$ cat src/rtl/mips32_fetch_queue.sv
// mips32_fetch_queue
//
// Instruction fetch front end with a small prefetch queue between the
// instruction memory and decode. It requests one word per cycle while the
// queue has room, then pushes each response together with its next-PC into
// a circular FIFO. The head of the FIFO is shown to decode combinationally.
// A taken branch (redirect) flushes the queue, drops any response still in
// flight and restarts fetching at the branch target.
//
// Parameters
//   DEPTH     queue entries (power of two, >= 2)
//   RESET_PC  word address fetched first after reset
//
// Ports
//   clk             clock, rising edge
//   rst_n           asynchronous active-low reset
//   redirect_valid  taken branch from execute: flush and refetch
//   redirect_pc     branch target word address
//   imem_req        instruction memory read strobe
//   imem_addr       word address into the 1024x32 instruction memory
//   imem_rdata      read data, valid one cycle after imem_req
//   id_valid        head entry available to decode
//   id_ready        decode accepts the head entry
//   id_ir           head instruction word
//   id_npc          head instruction address + 1
//   pc              next word address to request
//   count           current queue occupancy
module mips32_fetch_queue #(
    parameter int          DEPTH    = 4,
    parameter logic [31:0] RESET_PC = 32'd0
) (
    input  logic                     clk,
    input  logic                     rst_n,
    input  logic                     redirect_valid,
    input  logic [31:0]              redirect_pc,
    output logic                     imem_req,
    output logic [9:0]               imem_addr,
    input  logic [31:0]              imem_rdata,
    output logic                     id_valid,
    input  logic                     id_ready,
    output logic [31:0]              id_ir,
    output logic [31:0]              id_npc,
    output logic [31:0]              pc,
    output logic [$clog2(DEPTH):0]   count
);

    localparam int AW = $clog2(DEPTH);
    localparam int CW = AW + 1;

    logic [31:0]   pc_reg;
    logic [31:0]   pc_next;
    logic          inflight_reg;
    logic [31:0]   req_npc_reg;
    logic [CW-1:0] count_reg;
    logic [CW-1:0] count_next;
    logic [AW-1:0] rd_ptr_reg;
    logic [AW-1:0] wr_ptr_reg;
    logic [CW:0]   occupancy;
    logic          push;
    logic          pop;

    logic [31:0]   ir_mem  [DEPTH];
    logic [31:0]   npc_mem [DEPTH];

    // Entries already queued plus the one whose data arrives next cycle;
    // counting the in-flight word is what keeps the queue from overflowing.
    assign occupancy = {1'b0, count_reg} + {{CW{1'b0}}, inflight_reg};

    assign imem_req  = rst_n && !redirect_valid && (occupancy < (CW+1)'(DEPTH));
    assign imem_addr = pc_reg[9:0];
    assign pc        = pc_reg;
    assign count     = count_reg;

    // Redirect hides the head so decode never consumes a wrong-path word.
    assign id_valid  = (count_reg != '0) && !redirect_valid;
    assign id_ir     = ir_mem[rd_ptr_reg];
    assign id_npc    = npc_mem[rd_ptr_reg];

    // A response arriving in the redirect cycle belongs to the old path.
    assign push = inflight_reg && !redirect_valid;
    assign pop  = id_valid && id_ready;

    always_comb begin
        pc_next = pc_reg;
        if (redirect_valid) begin
            pc_next = redirect_pc;
        end else if (imem_req) begin
            pc_next = pc_reg + 32'd1;
        end
    end

    always_comb begin
        count_next = count_reg;
        if (redirect_valid) begin
            count_next = '0;
        end else begin
            unique case ({push, pop})
                2'b10:   count_next = count_reg + CW'(1);
                2'b01:   count_next = count_reg - CW'(1);
                default: count_next = count_reg;
            endcase
        end
    end

    always_ff @(posedge clk or negedge rst_n) begin
        if (!rst_n) begin
            pc_reg       <= RESET_PC;
            inflight_reg <= 1'b0;
            req_npc_reg  <= '0;
            count_reg    <= '0;
            rd_ptr_reg   <= '0;
            wr_ptr_reg   <= '0;
        end else begin
            pc_reg       <= pc_next;
            inflight_reg <= imem_req;
            count_reg    <= count_next;
            if (imem_req) begin
                req_npc_reg <= pc_reg + 32'd1;
            end
            if (redirect_valid) begin
                rd_ptr_reg <= '0;
                wr_ptr_reg <= '0;
            end else begin
                // DEPTH is a power of two, so pointers wrap naturally.
                if (push) begin
                    wr_ptr_reg <= wr_ptr_reg + AW'(1);
                end
                if (pop) begin
                    rd_ptr_reg <= rd_ptr_reg + AW'(1);
                end
            end
        end
    end

    // Queue storage needs no reset: occupancy alone decides what is visible.
    always_ff @(posedge clk) begin
        if (push) begin
            ir_mem[wr_ptr_reg]  <= imem_rdata;
            npc_mem[wr_ptr_reg] <= req_npc_reg;
        end
    end

    overflow_check: assert property (@(posedge clk) disable iff (!rst_n)
        !(push && (count_reg == CW'(DEPTH))));

endmodule

$ cat config.mk
export PLATFORM = sky130hd
export DESIGN_NAME = mips32_fetch_queue
export DESIGN_NICKNAME = d
export VERILOG_FILES = /design/src/rtl/mips32_fetch_queue.sv
export SDC_FILE = /design/constraint.sdc
export NUM_CORES = 1
export LEC_CHECK = 0
export ABC_AREA = 1
export CORE_MARGIN = 5
export CORE_UTILIZATION = 35
export CTS_BUF_LIST = sky130_fd_sc_hd__clkbuf_4 sky130_fd_sc_hd__clkbuf_8
export DETAILED_ROUTE_END_ITERATION = 12
export PLACE_DENSITY_LB_ADDON = 0.12
export SLEW_MARGIN = 20
export SYNTH_ARGS = -nofsm -noshare
export SYNTH_HDL_FRONTEND = slang
export SYNTH_SLANG_ARGS = --single-unit
$ cat constraint.sdc
create_clock -name clk -period 5.9 [get_ports clk]
set_input_delay 0.59 -clock clk [delete_from_list [all_inputs] [get_ports clk]]
set_output_delay 0.59 -clock clk [all_outputs]
set_load 0.05 [all_outputs]
# ---- Word-level counts from Yosys, hierarchy flattened
# Memories as Yosys holds them, arrays and structs flattened.
# Cells that the tools add are included.
dict set report op_classes {
  reduce_logical 11
  n_addsub 6
  muxes 10
  magnitude_cmp 1
  shifts 0
  n_eq_ne 2
  mul 0
  n_div 0
  bitwise_logic 0
}
# operator n
set ops {}
lappend ops {{2-to-1 mux 32 bit} 2}
lappend ops {{adder 32 x 1 -> 32 bit (second input constant)} 1}
lappend ops {{2-to-1 mux 2 bit} 4}
lappend ops {{case mux 3 bit (2 select lines)} 1}
lappend ops {{nonzero test 2 bit} 3}
lappend ops {{nonzero test 3 bit} 2}
lappend ops {{logical AND 1 bit} 5}
lappend ops {{adder 2 x 1 -> 2 bit (second input constant)} 2}
lappend ops {{adder 3 x 1 -> 4 bit} 1}
lappend ops {{< comparator 4 x 3 -> 1 bit (second input constant)} 1}
lappend ops {{adder 3 x 1 -> 3 bit (second input constant)} 1}
lappend ops {{2-to-1 mux 3 bit} 1}
lappend ops {{subtractor 3 x 1 -> 3 bit (second input constant)} 1}
lappend ops {{equality test 2 x 1 -> 1 bit (second input constant)} 1}
lappend ops {{equality test 2 bit (second input constant)} 1}
lappend ops {{2-to-1 mux 1 bit} 2}
lappend ops {{zero test 1 bit} 1}
dict set report word_totals {
  mem_bits_ro 0
  ramBits 256
  wordCells 38
  ff_bits 72
  latchBits 0
  output_inout_bits 111
  mem_count 2
}
# memory depth width rd rd_ports_with_merged_regs write_ports line_no
set mem_list {}
lappend mem_list {ir_mem 4 32 1 0 1 62} ;# logic [31:0] ir_mem [DEPTH];
lappend mem_list {npc_mem 4 32 1 0 1 63} ;# logic [31:0] npc_mem [DEPTH];

# ---- Logic depth before layout (Yosys ltp)
# Gate-level depths: netlist of run 1.
dict set report logic_depth {
  word_depth 6
  depth_mapped 10
}

# ---- Worst setup path after synthesis of run 1
# OpenSTA, ideal clock, no wires.
dict set report synth_path {
  path_type {input-to-reg}
  from {input redirect_valid}
  to {memory ir_mem[0][0] (enable)}
  stages 4
  n_path_buf 1
  slack_ps 1786
  arrival_time_ps 3628
  setup_time_ps 486
  path_cell_list {buf_4 inv_4 nand2_1 nor2_1}
}
dict set report synth_via {
  elab_chain_cells 4
}
# element line_no
set synth_lines {}
lappend synth_lines {{start: declaration} 34} ;# input logic redirect_valid,
lappend synth_lines {{zero test 1 bit} 80} ;# assign push = inflight_reg && !redirect_valid;
lappend synth_lines {{logical AND 1 bit} 80}
lappend synth_lines {{2-to-1 mux 1 bit} 137} ;# if (push) begin
lappend synth_lines {{2-to-1 mux 1 bit (implied by the code)} 138} ;# ir_mem[wr_ptr_reg] <= imem_rdata;
lappend synth_lines {{end: declaration} 62}
# Every way passes these cells.

# ---- Final worst setup path of run 1
dict set report layout_path {
  from {register rd_ptr_reg[0]}
  to {output id_ir[31]}
}
dict set report layout_via {
  elab_chain_cells 1
}
# element line_no
set layout_lines {}
lappend layout_lines {{start: declaration} 56} ;# logic [AW-1:0] rd_ptr_reg;
lappend layout_lines {{start signal: assignment} 129} ;# rd_ptr_reg <= rd_ptr_reg + AW'(1);
lappend layout_lines {{memory read (4 x 32 bit)} -}
lappend layout_lines {{end: declaration} 41} ;# output logic [31:0] id_ir,
# Every way passes these cells.

==> results of run 1 <==
[critical path: stages (launching register included)]
cell,delay [ps]
dfrtp_4,740
inv_6,690
buf_4,350
o21ai_0,120
o22ai_1,170
clkdlybuf4s50_1,840
[synthesized netlist by cell type]
| library cell | number | area (sq um) |
|---|---|---|
| edfxtp_1 | 256 | 7687 |
| nand2_1 | 254 | 953.4 |
| nor2_1 | 173 | 649.4 |
| o21ai_0 | 156 | 780.8 |
| dfrtp_1 | 72 | 1802 |
| inv_1 | 67 | 251.5 |
| o22ai_1 | 64 | 400.4 |
| nand3_1 | 36 | 180.2 |
| clkbuf_1 | 35 | 131.4 |
| buf_2 | 15 | 75.07 |
| buf_4 | 14 | 105.1 |
| a21oi_1 | 6 | 30.03 |
| xor2_1 | 6 | 52.55 |
| ha_1 | 5 | 62.56 |
| nand2_2 | 5 | 31.28 |
| nand2_4 | 4 | 45.04 |
| nor2_2 | 4 | 25.02 |
| nor2_4 | 4 | 45.04 |
| inv_2 | 3 | 11.26 |
| nor2_8 | 3 | 60.06 |
| xnor2_1 | 3 | 26.28 |
| nand4_1 | 2 | 12.51 |
| o211ai_1 | 2 | 15.01 |
| o21ai_1 | 2 | 10.01 |
| fa_1 | 1 | 20.02 |
| inv_4 | 1 | 6.260 |
| nand3b_1 | 1 | 7.510 |
| nand4_4 | 1 | 21.27 |
| nor3_1 | 1 | 5.000 |
| xor2_2 | 1 | 16.27 |
[logic make-up (layout without fill, tap and decap cells)]
| logic type | count (synthesis) | count (layout) |
|---|---|---|
| and+or+nand+nor | 488 | 488 |
| DFF | 328 | 328 |
| AOI/OAI and AO/OA | 230 | 230 |
| buffers and inverters | 135 | 369 |
| xor gates and xnor gates | 10 | 10 |
| adders and majority gates | 6 | 6 |
[metrics by stage]
| step | utilization | total power [mW] | std cells | cell area, sq um | hold WS (ps) |
|---|---|---|---|---|---|
| after global routing | 0.4417 | 8.033 | 1949 | 16990 | 458.8 |
| after global placement | 0.4102 | 5.550 | 1843 | 15780 | 504.1 |
| after floorplan | - | 4.679 | 1197 | 13520 | 294.4 |
| after detailed placement | 0.4102 | 5.566 | 1843 | 15780 | 509.9 |
| after CTS | 0.4416 | 7.747 | 1949 | 16990 | 425.5 |
| final | 0.4417 | 7.622 | 1949 | 16990 | 464.1 |
[power by group through the flow]
stage | combinational, mW | sequential, mW | clock, mW
6_report | 2.35 | 3.13 | 2.13
4_1_cts | 2.40 | 3.14 | 2.21
5_1_grt | 2.54 | 3.18 | 2.32
3_3_place_gp | 2.38 | 3.17 | 0
2_1_floorplan | 1.48 | 3.20 | 0
3_5_place_dp | 2.39 | 3.18 | 0
[layer usage]
metal | vias up | part of all wire | GRT usage | wire length (microns)
li1 | 4510 | - | - | -
met1 | 4443 | 0.46 | 0.2304 | 16350
met2 | 260 | 0.45 | 0.2614 | 15940
met3 | 61 | 0.058 | 0.03390 | 2043
met4 | 0 | 0.024 | 0.04919 | 859
met5 | - | 0 | 0 | 0
[final cells by class]
type	instances	area, sq um
fill	3706	21480
sequential	328	9494
multi-input combinational	734	3480
timing repair buffer	193	1894
clock buffer	81	1008
tap	518	648.1
inverter	71	274.0
clock inverter	24	192.7
[final timing paths]
path                       slack, ps        endpoint             from  cells after the start
min                              460          pc[30]            rst_n                      2
min in group clk                 520  npc_mem[0][13]  req_npc_reg[13]                      0
max in group asynchronous       4380   rd_ptr_reg[0]            rst_n                      3
min reg2reg                      520  npc_mem[0][13]  req_npc_reg[13]                      0
max                             1710       id_ir[31]    rd_ptr_reg[0]                      5
max reg2reg                     3770          pc[10]         count[1]                      9
[repair_timing]
action | CTS | global route
hold buffers | 1 | 0
endpoints found under the hold margin | 25 | 0
endpoints found under the setup margin | 0 | 0
==> impl_metrics.ini, run 1 <==
[synth]
synth_seq_cells = 328
synth_area_sq_mm = 0.01352
syn_nets = 1271
synthDistinctLibCells = 30
synth_top_family_by_area = simple AND/OR/NAND/NOR gates
yosys_warnings = 0
avgSynthCellArea_sq_um = 11.29
synth_mux_area_frac = 0
synth_compound_area_frac = 0.09144
syn_inst = 1197
synth_fa_ha_area_frac = 0.006108
synthXorXnorAreaFrac = 0.007034
synth-simple-area-share = 0.1506
ys_seq_area_frac = 0.7019

[clocking]
clkTransAtPathRegs_ps = 70
cts_buffer_depth = 3
cts_buffers = 56
tritoncts = done
cts_root_buffer = clkbuf_8
post-cts-setup-buffers = 0
clock_latency_ps = 590
cts-resized-gates = 0
htreeDepth = 2
clock_sinks = 328

[power_and_ir_drop]
peakVddDrop_mv = 0.1677
power.share.combinational = 0.309
clkPwrFrac = 0.280
switchingPower_mw = 2.863
swShare = 0.3757
powerDensity_mw_per_mm2 = 448.6
internal_power_mw = 4.759
power_frac_seq = 0.411
p_leak_nw = 6.531

[finish]
area_growth_pct = 25.68
num_antenna_cells = 0
layout.cells.most_common_list = edfxtp_1 (256), nand2_1 (254), clkdlybuf4s50_1 (177)
mostFrequentLayoutCell = edfxtp_1
nets = 1458
reg_top3 = ir_mem: 128 flops, npc_mem: 128 flops
drive_above_1_share = 0.1027

[setup_path]
worst-setup-path-type = flop to output port
crit_arrival_ps = 3600
cp-start-kind = flop
critPathCaptureType = output port
required_ps = 5310
cp_max_fo = 113

[placement]
place.gp.congestion = 0.8680
place_ws_ps = 2069
dp_hpwl_microns = 21840
port_buffers = 178

[timing]
report.final.slew_viol_count = 0
relSlewSlack = 0.3173
rsz0062_at_grt = false
tightest_slew_ps = 1024
post-route-period-util = 0.7094
setup_slack_ps = 1714
finalCriticalPeriod_ps = 4186
skew_ps = 19.91
max_freq_mhz = 238.9
setup_viol = 0
tns_ps = 0
finalHoldViolations = 0

[drt]
via_per_inst = 4.758
wl_per_cell_microns = 18.06
drtIter0Drc = 451
firstDrtPassIters = 5
drc = 0
vias = 9274
wl_microns = 35190
final_antenna_net_count = 0

[global_routing]
grt.overflow.total = 0
antenna_found_initial = 0
grt_pass1_wl_microns = 54540
grt_pass1_vias = 9440
grt_max_degree = 114
grtUsageTotal = 0.1647

[floorplan]
die_x_microns = 206.5
placementRows = 72
die_area_sq_mm = 0.04266
die_h_microns = 206.5
initial_core_util = 0.3515
core_sq_mm = 0.03847
io_pins = 179

[worst_hold_path]
min_path_type = primary input to asynchronous set/reset pin

[run_status]
status = finished, final reports clean

[job]
cap_violations = 0
No activity file was read; power rests on OpenSTA's default activity.
==> inputs of run 2 (changes only) <==
- clock period: 5.9 -> 4.2 ns (I/O delays scaled with it)
==> impl_metrics.ini, run 2 (synthesized netlist as in run 1, its figures left out) <==
[power_and_ir_drop]
clkPwrFrac = 0.267
internal_power_mw = 6.574
switchingPower_mw = 3.976
powerDensity_mw_per_mm2 = 620.9
power.share.combinational = 0.322
p_leak_nw = 6.515
swShare = 0.3769
peakVddDrop_mv = 0.2430
power_frac_seq = 0.411

[setup_path]
slowest_stage = clkdlybuf4s50_1
slowest_delay_ps = 840
crit_arrival_ps = 3160
regToRegSetupSlack_ps = 2110
required_ps = 3780
crit_chain = inv_4 > buf_12 > buf_4 > o21ai_0 > o22ai_1 > clkdlybuf4s50_1
worst-setup-path-type = flop to output port
r2r_cells = 9
reg2reg_to = pc[15]
timing.rr.start = count[0]
cp-start-kind = flop
critPathCaptureType = output port
cp_max_fo = 45

[floorplan]
die_x_microns = 206.5
placementRows = 72
initial_core_util = 0.3515
die_area_sq_mm = 0.04266
die_h_microns = 206.5
io_pins = 179
core_sq_mm = 0.03847

[placement]
dp_cells = 1845
port_buffers = 178
placed_area_sq_mm = 0.01589
place.gp.congestion = 0.8603
dp_hpwl_microns = 21230

[clocking]
clock_sinks = 328
clkTransAtPathRegs_ps = 60
htreeDepth = 2
ctsHoldBuffers = 1
cts_root_buffer = clkbuf_8
tritoncts = done
cts_buffer_depth = 3
cts_buffers = 56
post-cts-setup-buffers = 0
cts-resized-gates = 0
clock_latency_ps = 590

[drt]
via_per_inst = 4.724
final_antenna_net_count = 0
drtIter0Drc = 481
firstDrtPassIters = 4
wl_microns = 34420
vias = 9184
drc = 0
wl_per_cell_microns = 17.71

[timing]
skew_ps = 23.41
finalCriticalPeriod_ps = 3583
whs_ps = 320.9
post-route-period-util = 0.8531
report.final.slew_viol_count = 0
tns_ps = 0
setup_viol = 0
rsz0062_at_grt = false
relSlewSlack = 0.5059
finalHoldViolations = 0
max_freq_mhz = 279.1
tightest_slew_ps = 741.1

[global_routing]
grt_pass1_vias = 9476
grt_max_degree = 65
grt.overflow.total = 0
antenna_found_initial = 0
grt_pass1_wl_microns = 53360
grtUsageTotal = 0.1599

[job]
cap_violations = 0

[worst_hold_path]
min_path_type = primary input to asynchronous set/reset pin

[finish]
nets = 1460
num_antenna_cells = 0
mostFrequentLayoutCell = edfxtp_1
fin_area_sq_mm = 0.01699
drive_above_1_share = 0.09818
reg_top3 = ir_mem: 128 flops, npc_mem: 128 flops
area_growth_pct = 25.69
layout.cells.most_common_list = edfxtp_1 (256), nand2_1 (254), clkdlybuf4s50_1 (176)
final_cells = 1944

[run_status]
status = finished, final reports clean
run 2: cell types whose count changed in the layout (fill, tap and decap cells not counted), sizes merged:
cell,previous run,this run
buf,15,18
bufinv,3,2
clkbuf,81,80
clkdlybuf4s50,177,176
clkinv,19,16
clkinvlp,2,0
run 2: worst max-delay path by stage:
| stage | slack (ps) | to | from |
|---|---|---|---|
| 3_3_place_gp | 1220 | id_ir[3] | rd_ptr_reg[0] |
| 3_5_place_dp | 1210 | id_ir[3] | rd_ptr_reg[0] |
| 6_report | 620 | id_ir[8] | rd_ptr_reg[0] |
| 2_1_floorplan | 260 | ir_mem[0][0] | redirect_valid |
| 5_1_grt | 420 | id_ir[9] | rd_ptr_reg[0] |
| 4_1_cts | 550 | id_ir[3] | rd_ptr_reg[0] |
run 2: final cells by class:
class / count / area [sq um]
flip-flops and latches: 328 / 9494
clock inverters: 18 / 128.9
clock buffers: 80 / 963.4
multi-input cells: 734 / 3480
inverters: 71 / 271.5
fillers: 3626 / 21470
well taps: 518 / 648.1
repair buffers: 195 / 2007
run 2: stage by stage:
step / worst slack, ps / power, mW / utilization
global placement: 1221 / 7.821 / 0.4131
detailed placement: 1208 / 7.845 / 0.4131
finish: 616.8 / 10.55 / 0.4417
floorplan: 255.8 / 6.573 / -
global route: 423.6 / 11.12 / 0.4417
CTS: 550.6 / 10.71 / 0.4417
run 2: per-layer routing:
metal | track usage | wire, microns
met5 | 0 | 0
met3 | 0.03562 | 1841
met1 | 0.2214 | 16420
met4 | 0.05133 | 944
met2 | 0.2525 | 15220
run 2: worst max-delay path, delay by kind of cell, from the launching register on:
kind	cells	cell delay [ps]
buffers and inverters	4	1690
DFF	1	610
AOI/OAI and AO/OA	2	240
run 2: power by group through the flow:
stage | clock (mW) | sequential, mW | combinational [mW]
after floorplan | 0 | 4.50 | 2.07
after global placement | 0 | 4.39 | 3.43
after detailed placement | 0 | 4.40 | 3.45
after CTS | 2.92 | 4.34 | 3.46
after global routing | 3.07 | 4.39 | 3.65
final | 2.81 | 4.34 | 3.40
